## config.mk

```make
export PLATFORM = sky130hd
export DESIGN_NAME = rvga_mem_arbiter_flat
export DESIGN_NICKNAME = d
export VERILOG_FILES = /design/src/rtl/rvga_mem_arbiter_pkg.sv /design/src/rtl/rvga_mem_arbiter_if.sv /design/src/rtl/rvga_mem_arbiter.sv /design/src/flat_wrapper.sv
export SDC_FILE = /design/constraint.sdc
export NUM_CORES = 1
export LEC_CHECK = 0
export CORE_UTILIZATION = 47
export DETAILED_ROUTE_END_ITERATION = 6
export PLACE_DENSITY = 0.86
export REMOVE_ABC_BUFFERS = 1
export SYNTH_ARGS = -nofsm -noshare
export SYNTH_HDL_FRONTEND = slang
export SYNTH_SLANG_ARGS = --single-unit
export TNS_END_PERCENT = 20
```

## constraint.sdc

```tcl
create_clock -name clk_i -period 4.4 [get_ports clk_i]
set_clock_uncertainty 0.1 [all_clocks]
set_input_delay 1.32 -clock clk_i [delete_from_list [all_inputs] [get_ports clk_i]]
set_output_delay 1.32 -clock clk_i [all_outputs]
set_load 0.05 [all_outputs]
```

## src/rtl/rvga_mem_arbiter_pkg.sv

```systemverilog
// Shared types for the instruction/data memory arbiter.
package rvga_mem_arbiter_pkg;

    localparam int unsigned XLEN = 32;

    typedef logic [XLEN-1:0] rvga_word;

    typedef enum logic [1:0] {
        IDLE,
        IBUSY,
        DBUSY
    } rvga_arb_state_e;

    // Request payload held on the memory side for the whole transaction.
    typedef struct packed {
        rvga_word addr;
        rvga_word data;
    } rvga_mem_req_t;

endpackage

```

## src/rtl/rvga_mem_arbiter_if.sv

```systemverilog
// Bundle of the fetch, data and unified-memory ports around the arbiter.
interface rvga_mem_arbiter_if;
    import rvga_mem_arbiter_pkg::*;

    logic     imem_r_v_i;
    rvga_word imem_addr_i;
    rvga_word imem_data_o;
    logic     imem_resp_v_o;

    logic     dmem_r_v_i;
    logic     dmem_w_v_i;
    rvga_word dmem_addr_i;
    rvga_word dmem_data_i;
    rvga_word dmem_data_o;
    logic     dmem_resp_v_o;

    logic     mem_r_v_o;
    logic     mem_w_v_o;
    rvga_word mem_addr_o;
    rvga_word mem_data_o;
    rvga_word mem_data_i;
    logic     mem_resp_v_i;

    logic     err_timeout_o;

    // Arbiter view.
    modport slave (
        input  imem_r_v_i, imem_addr_i,
        output imem_data_o, imem_resp_v_o,
        input  dmem_r_v_i, dmem_w_v_i, dmem_addr_i, dmem_data_i,
        output dmem_data_o, dmem_resp_v_o,
        output mem_r_v_o, mem_w_v_o, mem_addr_o, mem_data_o,
        input  mem_data_i, mem_resp_v_i,
        output err_timeout_o
    );

    // Core + memory view.
    modport master (
        output imem_r_v_i, imem_addr_i,
        input  imem_data_o, imem_resp_v_o,
        output dmem_r_v_i, dmem_w_v_i, dmem_addr_i, dmem_data_i,
        input  dmem_data_o, dmem_resp_v_o,
        input  mem_r_v_o, mem_w_v_o, mem_addr_o, mem_data_o,
        output mem_data_i, mem_resp_v_i,
        input  err_timeout_o
    );

endinterface

```

## src/rtl/rvga_mem_arbiter.sv

```systemverilog
// Single-port memory arbiter: data priority, imem anti-starvation, stale-response
// filtering and a no-response watchdog.

// Grant selection plus the saturating count of dmem grants taken while imem waits.
module rvga_arb_prio #(
    parameter int unsigned MAX_D_BURST = 4
) (
    input  logic clk,
    input  logic rst,
    input  logic arb_en,
    input  logic imem_req,
    input  logic dmem_req,
    output logic grant_i_c,
    output logic grant_d_c
);
    localparam int unsigned BW = 4;

    logic [BW-1:0] burst_q;
    logic          force_i;

    // Data wins unless imem has already been passed over MAX_D_BURST times.
    always_comb begin
        force_i   = imem_req && (burst_q == BW'(MAX_D_BURST));
        grant_d_c = arb_en && dmem_req && !force_i;
        grant_i_c = arb_en && imem_req && !grant_d_c;
    end

    // Burst count grows only while imem is kept waiting; any other grant clears it.
    always_ff @(posedge clk) begin
        if (rst) begin
            burst_q <= '0;
        end else if (grant_d_c && imem_req) begin
            if (burst_q != BW'(MAX_D_BURST)) begin
                burst_q <= burst_q + BW'(1);
            end
        end else if (grant_d_c || grant_i_c) begin
            burst_q <= '0;
        end
    end
endmodule

module rvga_mem_arbiter
    import rvga_mem_arbiter_pkg::*;
#(
    parameter int unsigned MAX_D_BURST    = 4,
    parameter int unsigned TIMEOUT_CYCLES = 255
) (
    input  logic               clk_i,
    input  logic               rst_i,
    rvga_mem_arbiter_if.slave  bus
);
    localparam int unsigned WD_W = (TIMEOUT_CYCLES > 1) ? $clog2(TIMEOUT_CYCLES + 1) : 1;

    rvga_arb_state_e state_q;
    rvga_mem_req_t   req_q;
    logic            mem_r_v_q;
    logic            mem_w_v_q;
    rvga_word        imem_data_q;
    rvga_word        dmem_data_q;
    logic            imem_resp_q;
    logic            dmem_resp_q;
    logic            err_q;
    logic [WD_W-1:0] wd_q;

    logic d_req_c;
    logic i_own_c;
    logic d_own_c;
    logic wd_expire_c;
    logic grant_i_c;
    logic grant_d_c;

    // Owner still asking for the same address decides whether a response is live.
    always_comb begin
        d_req_c     = bus.dmem_r_v_i | bus.dmem_w_v_i;
        i_own_c     = bus.imem_r_v_i && (bus.imem_addr_i == req_q.addr);
        d_own_c     = d_req_c && (bus.dmem_addr_i == req_q.addr);
        wd_expire_c = (TIMEOUT_CYCLES != 0) && (wd_q == WD_W'(TIMEOUT_CYCLES - 1));
    end

    rvga_arb_prio #(
        .MAX_D_BURST (MAX_D_BURST)
    ) u_prio (
        .clk       (clk_i),
        .rst       (rst_i),
        .arb_en    (state_q == IDLE),
        .imem_req  (bus.imem_r_v_i),
        .dmem_req  (d_req_c),
        .grant_i_c (grant_i_c),
        .grant_d_c (grant_d_c)
    );

    // Transaction FSM: latch on grant, hold until response or watchdog abort.
    always_ff @(posedge clk_i) begin
        if (rst_i) begin
            state_q     <= IDLE;
            req_q       <= '0;
            mem_r_v_q   <= 1'b0;
            mem_w_v_q   <= 1'b0;
            imem_data_q <= '0;
            dmem_data_q <= '0;
            imem_resp_q <= 1'b0;
            dmem_resp_q <= 1'b0;
            err_q       <= 1'b0;
            wd_q        <= '0;
        end else begin
            imem_resp_q <= 1'b0;
            dmem_resp_q <= 1'b0;
            unique case (state_q)
                IDLE: begin
                    if (grant_d_c) begin
                        state_q   <= DBUSY;
                        req_q     <= '{addr: bus.dmem_addr_i, data: bus.dmem_data_i};
                        mem_r_v_q <= !bus.dmem_w_v_i;
                        mem_w_v_q <= bus.dmem_w_v_i;
                        wd_q      <= '0;
                    end else if (grant_i_c) begin
                        state_q   <= IBUSY;
                        req_q     <= '{addr: bus.imem_addr_i, data: '0};
                        mem_r_v_q <= 1'b1;
                        mem_w_v_q <= 1'b0;
                        wd_q      <= '0;
                    end
                end
                IBUSY, DBUSY: begin
                    if (bus.mem_resp_v_i) begin
                        state_q   <= IDLE;
                        mem_r_v_q <= 1'b0;
                        mem_w_v_q <= 1'b0;
                        if (state_q == IBUSY && i_own_c) begin
                            imem_resp_q <= 1'b1;
                            imem_data_q <= bus.mem_data_i;
                        end
                        if (state_q == DBUSY && d_own_c) begin
                            dmem_resp_q <= 1'b1;
                            dmem_data_q <= bus.mem_data_i;
                        end
                    end else if (wd_expire_c) begin
                        state_q   <= IDLE;
                        mem_r_v_q <= 1'b0;
                        mem_w_v_q <= 1'b0;
                        err_q     <= 1'b1;
                    end else begin
                        wd_q <= wd_q + WD_W'(1);
                    end
                end
                default: state_q <= IDLE;
            endcase
        end
    end

    // Output drive from registers only.
    assign bus.mem_r_v_o     = mem_r_v_q;
    assign bus.mem_w_v_o     = mem_w_v_q;
    assign bus.mem_addr_o    = req_q.addr;
    assign bus.mem_data_o    = req_q.data;
    assign bus.imem_data_o   = imem_data_q;
    assign bus.imem_resp_v_o = imem_resp_q;
    assign bus.dmem_data_o   = dmem_data_q;
    assign bus.dmem_resp_v_o = dmem_resp_q;
    assign bus.err_timeout_o = err_q;

endmodule

```

## src/flat_wrapper.sv

```systemverilog
// flat-port wrapper written by rule: the top's interface ports become plain ports
module rvga_mem_arbiter_flat import rvga_mem_arbiter_pkg::*;
#(
    parameter int unsigned MAX_D_BURST    = 4,
    parameter int unsigned TIMEOUT_CYCLES = 255
)
  (clk_i, rst_i, bus_imem_r_v_i, bus_imem_addr_i, bus_imem_data_o, bus_imem_resp_v_o, bus_dmem_r_v_i, bus_dmem_w_v_i, bus_dmem_addr_i, bus_dmem_data_i, bus_dmem_data_o, bus_dmem_resp_v_o, bus_mem_r_v_o, bus_mem_w_v_o, bus_mem_addr_o, bus_mem_data_o, bus_mem_data_i, bus_mem_resp_v_i, bus_err_timeout_o);
  rvga_mem_arbiter_if bus_i ();
  input  logic clk_i;
  input  logic rst_i;
  input wire logic [$bits(bus_i.imem_r_v_i)-1:0] bus_imem_r_v_i;
  input wire logic [$bits(bus_i.imem_addr_i)-1:0] bus_imem_addr_i;
  output wire logic [$bits(bus_i.imem_data_o)-1:0] bus_imem_data_o;
  output wire logic [$bits(bus_i.imem_resp_v_o)-1:0] bus_imem_resp_v_o;
  input wire logic [$bits(bus_i.dmem_r_v_i)-1:0] bus_dmem_r_v_i;
  input wire logic [$bits(bus_i.dmem_w_v_i)-1:0] bus_dmem_w_v_i;
  input wire logic [$bits(bus_i.dmem_addr_i)-1:0] bus_dmem_addr_i;
  input wire logic [$bits(bus_i.dmem_data_i)-1:0] bus_dmem_data_i;
  output wire logic [$bits(bus_i.dmem_data_o)-1:0] bus_dmem_data_o;
  output wire logic [$bits(bus_i.dmem_resp_v_o)-1:0] bus_dmem_resp_v_o;
  output wire logic [$bits(bus_i.mem_r_v_o)-1:0] bus_mem_r_v_o;
  output wire logic [$bits(bus_i.mem_w_v_o)-1:0] bus_mem_w_v_o;
  output wire logic [$bits(bus_i.mem_addr_o)-1:0] bus_mem_addr_o;
  output wire logic [$bits(bus_i.mem_data_o)-1:0] bus_mem_data_o;
  input wire logic [$bits(bus_i.mem_data_i)-1:0] bus_mem_data_i;
  input wire logic [$bits(bus_i.mem_resp_v_i)-1:0] bus_mem_resp_v_i;
  output wire logic [$bits(bus_i.err_timeout_o)-1:0] bus_err_timeout_o;
  assign bus_i.imem_r_v_i = bus_imem_r_v_i;
  assign bus_i.imem_addr_i = bus_imem_addr_i;
  assign bus_imem_data_o = bus_i.imem_data_o;
  assign bus_imem_resp_v_o = bus_i.imem_resp_v_o;
  assign bus_i.dmem_r_v_i = bus_dmem_r_v_i;
  assign bus_i.dmem_w_v_i = bus_dmem_w_v_i;
  assign bus_i.dmem_addr_i = bus_dmem_addr_i;
  assign bus_i.dmem_data_i = bus_dmem_data_i;
  assign bus_dmem_data_o = bus_i.dmem_data_o;
  assign bus_dmem_resp_v_o = bus_i.dmem_resp_v_o;
  assign bus_mem_r_v_o = bus_i.mem_r_v_o;
  assign bus_mem_w_v_o = bus_i.mem_w_v_o;
  assign bus_mem_addr_o = bus_i.mem_addr_o;
  assign bus_mem_data_o = bus_i.mem_data_o;
  assign bus_i.mem_data_i = bus_mem_data_i;
  assign bus_i.mem_resp_v_i = bus_mem_resp_v_i;
  assign bus_err_timeout_o = bus_i.err_timeout_o;
  rvga_mem_arbiter #(.MAX_D_BURST(MAX_D_BURST), .TIMEOUT_CYCLES(TIMEOUT_CYCLES)) u_core (.clk_i(clk_i), .rst_i(rst_i), .bus(bus_i));
endmodule
```

==> metrics.txt <==
CTS root buf=clkbuf_16; final setup TNS=0 ns; DRC viols=0; n_diodes=0; Pwr Density=440 nW/um2; hold crit path type=reg -> reg; layout cell share with drive strength beyond 1=0.0484; relative slew slack=0.436; total grt overflow=0; maxcap violations=0; Mapped Cells=774; RSZ-0062 raised after global routing=no; post-DP HPWL=14,800 um; part of the Yosys area used for sequential elements=0.437; TritonRoute pass-1 iters=5; die height=122 um; synthesis warning total=0; ys flop type=dfxtp_1; Worst R2R Start=u_core.state_q[0]; peak supply drop=0.000255 V; maximum number of pins on one net before global-route repair=77; CTS tree=done; Final Hold Vio Count=0; Vias=6,694; setup slack, reg-to-reg=1.76 ns; vias per cell=5.52; FFs w/ async S/R, synth=0; core area=13,900 um2; initial antenna violation count=1; GP Congestion=0.838; Syn Std Cell Area=6730 um2; all-layer global routing usage=0.290; EDFF count, synth=0; Total Wirelength=21,500 um; Fmax=294 MHz; WP data arrival=3.64 ns; H-tree depth=4; final antenna-violating net count=0; dpl cell area=9530 um2; crit path kind=in -> reg; Clock Tree Buf Depth=2; leakage=3.85 nW; Routed WL per cell=17.8 um; PostCTS Resize Cnt=0; I/O Pins=267; Unique masters post-synth=46; vias in the first global route=6,528; Least-Margin Pin Slew=0.846 ns; Worst Reg-to-Reg Cells=8; Endpoint, Worst Hold=u_core.bus.imem_data_o[15]; area of the die=14,800 um2; final net count=1,162; hold path start=u_core.bus.imem_data_o[15]; Worst-path clk slew=0.06 ns; Initial Utilization=0.483; row count=43; final hold slack=0.355 ns; Synth-to-Final Area Change=50.8%; fin crit share=0.772; later-pin clock latency in the skew report=0.42 ns; status=completed; Port Buffers=266; setup violators final=0; Startpoint Class=primary input; fin area=10,100 um2; Worst R2R End=u_core.bus.dmem_data_o[6]; syn avg cell area=8.69 um2; crit end category=flop; Yosys reg bits=147; first-pass GRT wire length=33,100 um; CP required=4.64 ns; CTS Hold Bufs=0; total clock sinks=147; Cells on Worst Hold Path=2; Max Slew Vio Count=0; Max FO, Critical Path=32; Horiz. Die Dim=122 um; Setup Fix Bufs, Post-CTS=0; initial DRC count=580; final critical-path required period=3.40 ns; CTS Buf Count=17
[per-layer routing]
metal | vias to the layer above | GRT usage | routed length [um]
met5 | - | 0 | 0
met4 | 0 | 0.141 | 827
met3 | 54 | 0.0857 | 1740
met2 | 262 | 0.494 | 10500
met1 | 3189 | 0.330 | 8430
li1 | 3189 | - | -
[sequential cells by signal (all words and copies together), names as in the netlist]
register                  flops
u_core.bus.mem_addr_o        32
u_core.bus.imem_resp_v_o      1
u_core.bus.dmem_resp_v_o      1
u_core.bus.mem_data_o        32
u_core.bus.imem_data_o       32
u_core.bus.err_timeout_o      1
u_core.bus.dmem_data_o       32
u_core.state_q                2
u_core.bus.mem_r_v_o          1
u_core.u_prio.burst_q         4
u_core.bus.mem_w_v_o          1
u_core.wd_q                   8
[synth_stat cells, drive strengths merged (5+ instances only)]
master | n | area, um2
a211oi | 5 | 37.5
a21oi | 7 | 35.0
a22oi | 34 | 255
a311oi | 32 | 280
buf | 9 | 62.6
clkbuf | 44 | 165
dfxtp | 147 | 2940
ha | 8 | 100
inv | 14 | 52.6
mux2i | 64 | 641
nand2 | 146 | 548
nand2b | 9 | 56.3
nand3 | 42 | 223
nand4 | 18 | 113
nor2 | 83 | 312
nor4 | 12 | 90.1
xnor2 | 45 | 394
xor2 | 16 | 140
[layout make-up]
| type | count | area [um2] |
|---|---|---|
| Clock buffer | 19 | 433 |
| Clock inverter | 12 | 183 |
| Fill cell | 1030 | 3790 |
| Inverter | 14 | 52.6 |
| Multi-Input combinational cell | 560 | 3520 |
| Sequential cell | 147 | 2940 |
| Tap cell | 180 | 225 |
| Timing Repair Buffer | 280 | 2790 |
[power by group]
group          internal, mW  switching, mW
Clock                 0.949          0.570
Sequential             1.44          0.114
Combinational         0.518          0.874
[per-stage QoR]
| stage | power [mW] | std cells | utilization | setup slack [ns] |
|---|---|---|---|---|
| floorplan | 2.40 | 721 | - | 0.413 |
| global placement | 2.93 | 1181 | 0.684 | 0.783 |
| detailed placement | 2.95 | 1181 | 0.684 | 0.671 |
| CTS | 4.47 | 1212 | 0.728 | 1.06 |
| global route | 4.65 | 1212 | 0.728 | 0.809 |
| finish | 4.47 | 1212 | 0.728 | 1.00 |
[kinds of logic after synthesis]
kind of cell,count (synthesis),share of synthesized area
xor+xnor,61,0.0794
mux,65,0.0969
buf+inv,67,0.0416
fa+ha+maj,8,0.0149
simple gates,332,0.221
flops,147,0.437
compound gates,94,0.109
[cells in the final DEF (no fill, tap or decap), types with 3 or more instances in the layout]
cell type,n
clkdlybuf4s50_1,265
dfxtp_1,147
nand2_1,146
nor2_1,83
mux2i_1,64
xnor2_1,45
nand3_1,40
a22oi_1,34
a311oi_1,32
nand4_1,18
clkbuf_16,17
xor2_1,16
inv_1,13
buf_4,12
nor4_1,11
nand2b_1,9
ha_1,8
a21oi_1,7
a211oi_1,5
nor2b_1,4
o21ai_1,4
nor3_1,4
bufinv_16,4
nand4b_1,3
and3_1,3
clkinv_4,3
clkinvlp_4,3
[worst max-delay path: stages]
cell and delay, ns:
clkdlybuf4s50_1 0.44, xor2_1 0.16, nor4_1 0.51, nand4_1 0.29, nor4_4 0.36, buf_12 0.28
mux2i_1 0.25
[how the worst max path moves through the flow]
stage	start	end	slack [ns]	depth (start not counted)
2_1_floorplan	bus_imem_r_v_i	u_core.state_q[1]	0.41	5
3_3_place_gp	bus_imem_r_v_i	u_core.wd_q[7]	0.78	7
3_5_place_dp	bus_imem_addr_i[15]	u_core.bus.imem_data_o[28]	0.67	7
4_1_cts	bus_imem_addr_i[15]	u_core.bus.imem_data_o[7]	1.06	7
5_1_grt	bus_imem_addr_i[25]	u_core.bus.imem_data_o[28]	0.81	7
6_report	bus_imem_addr_i[15]	u_core.bus.imem_data_o[7]	1.00	7
No activity file was read; power rests on OpenSTA's default activity.
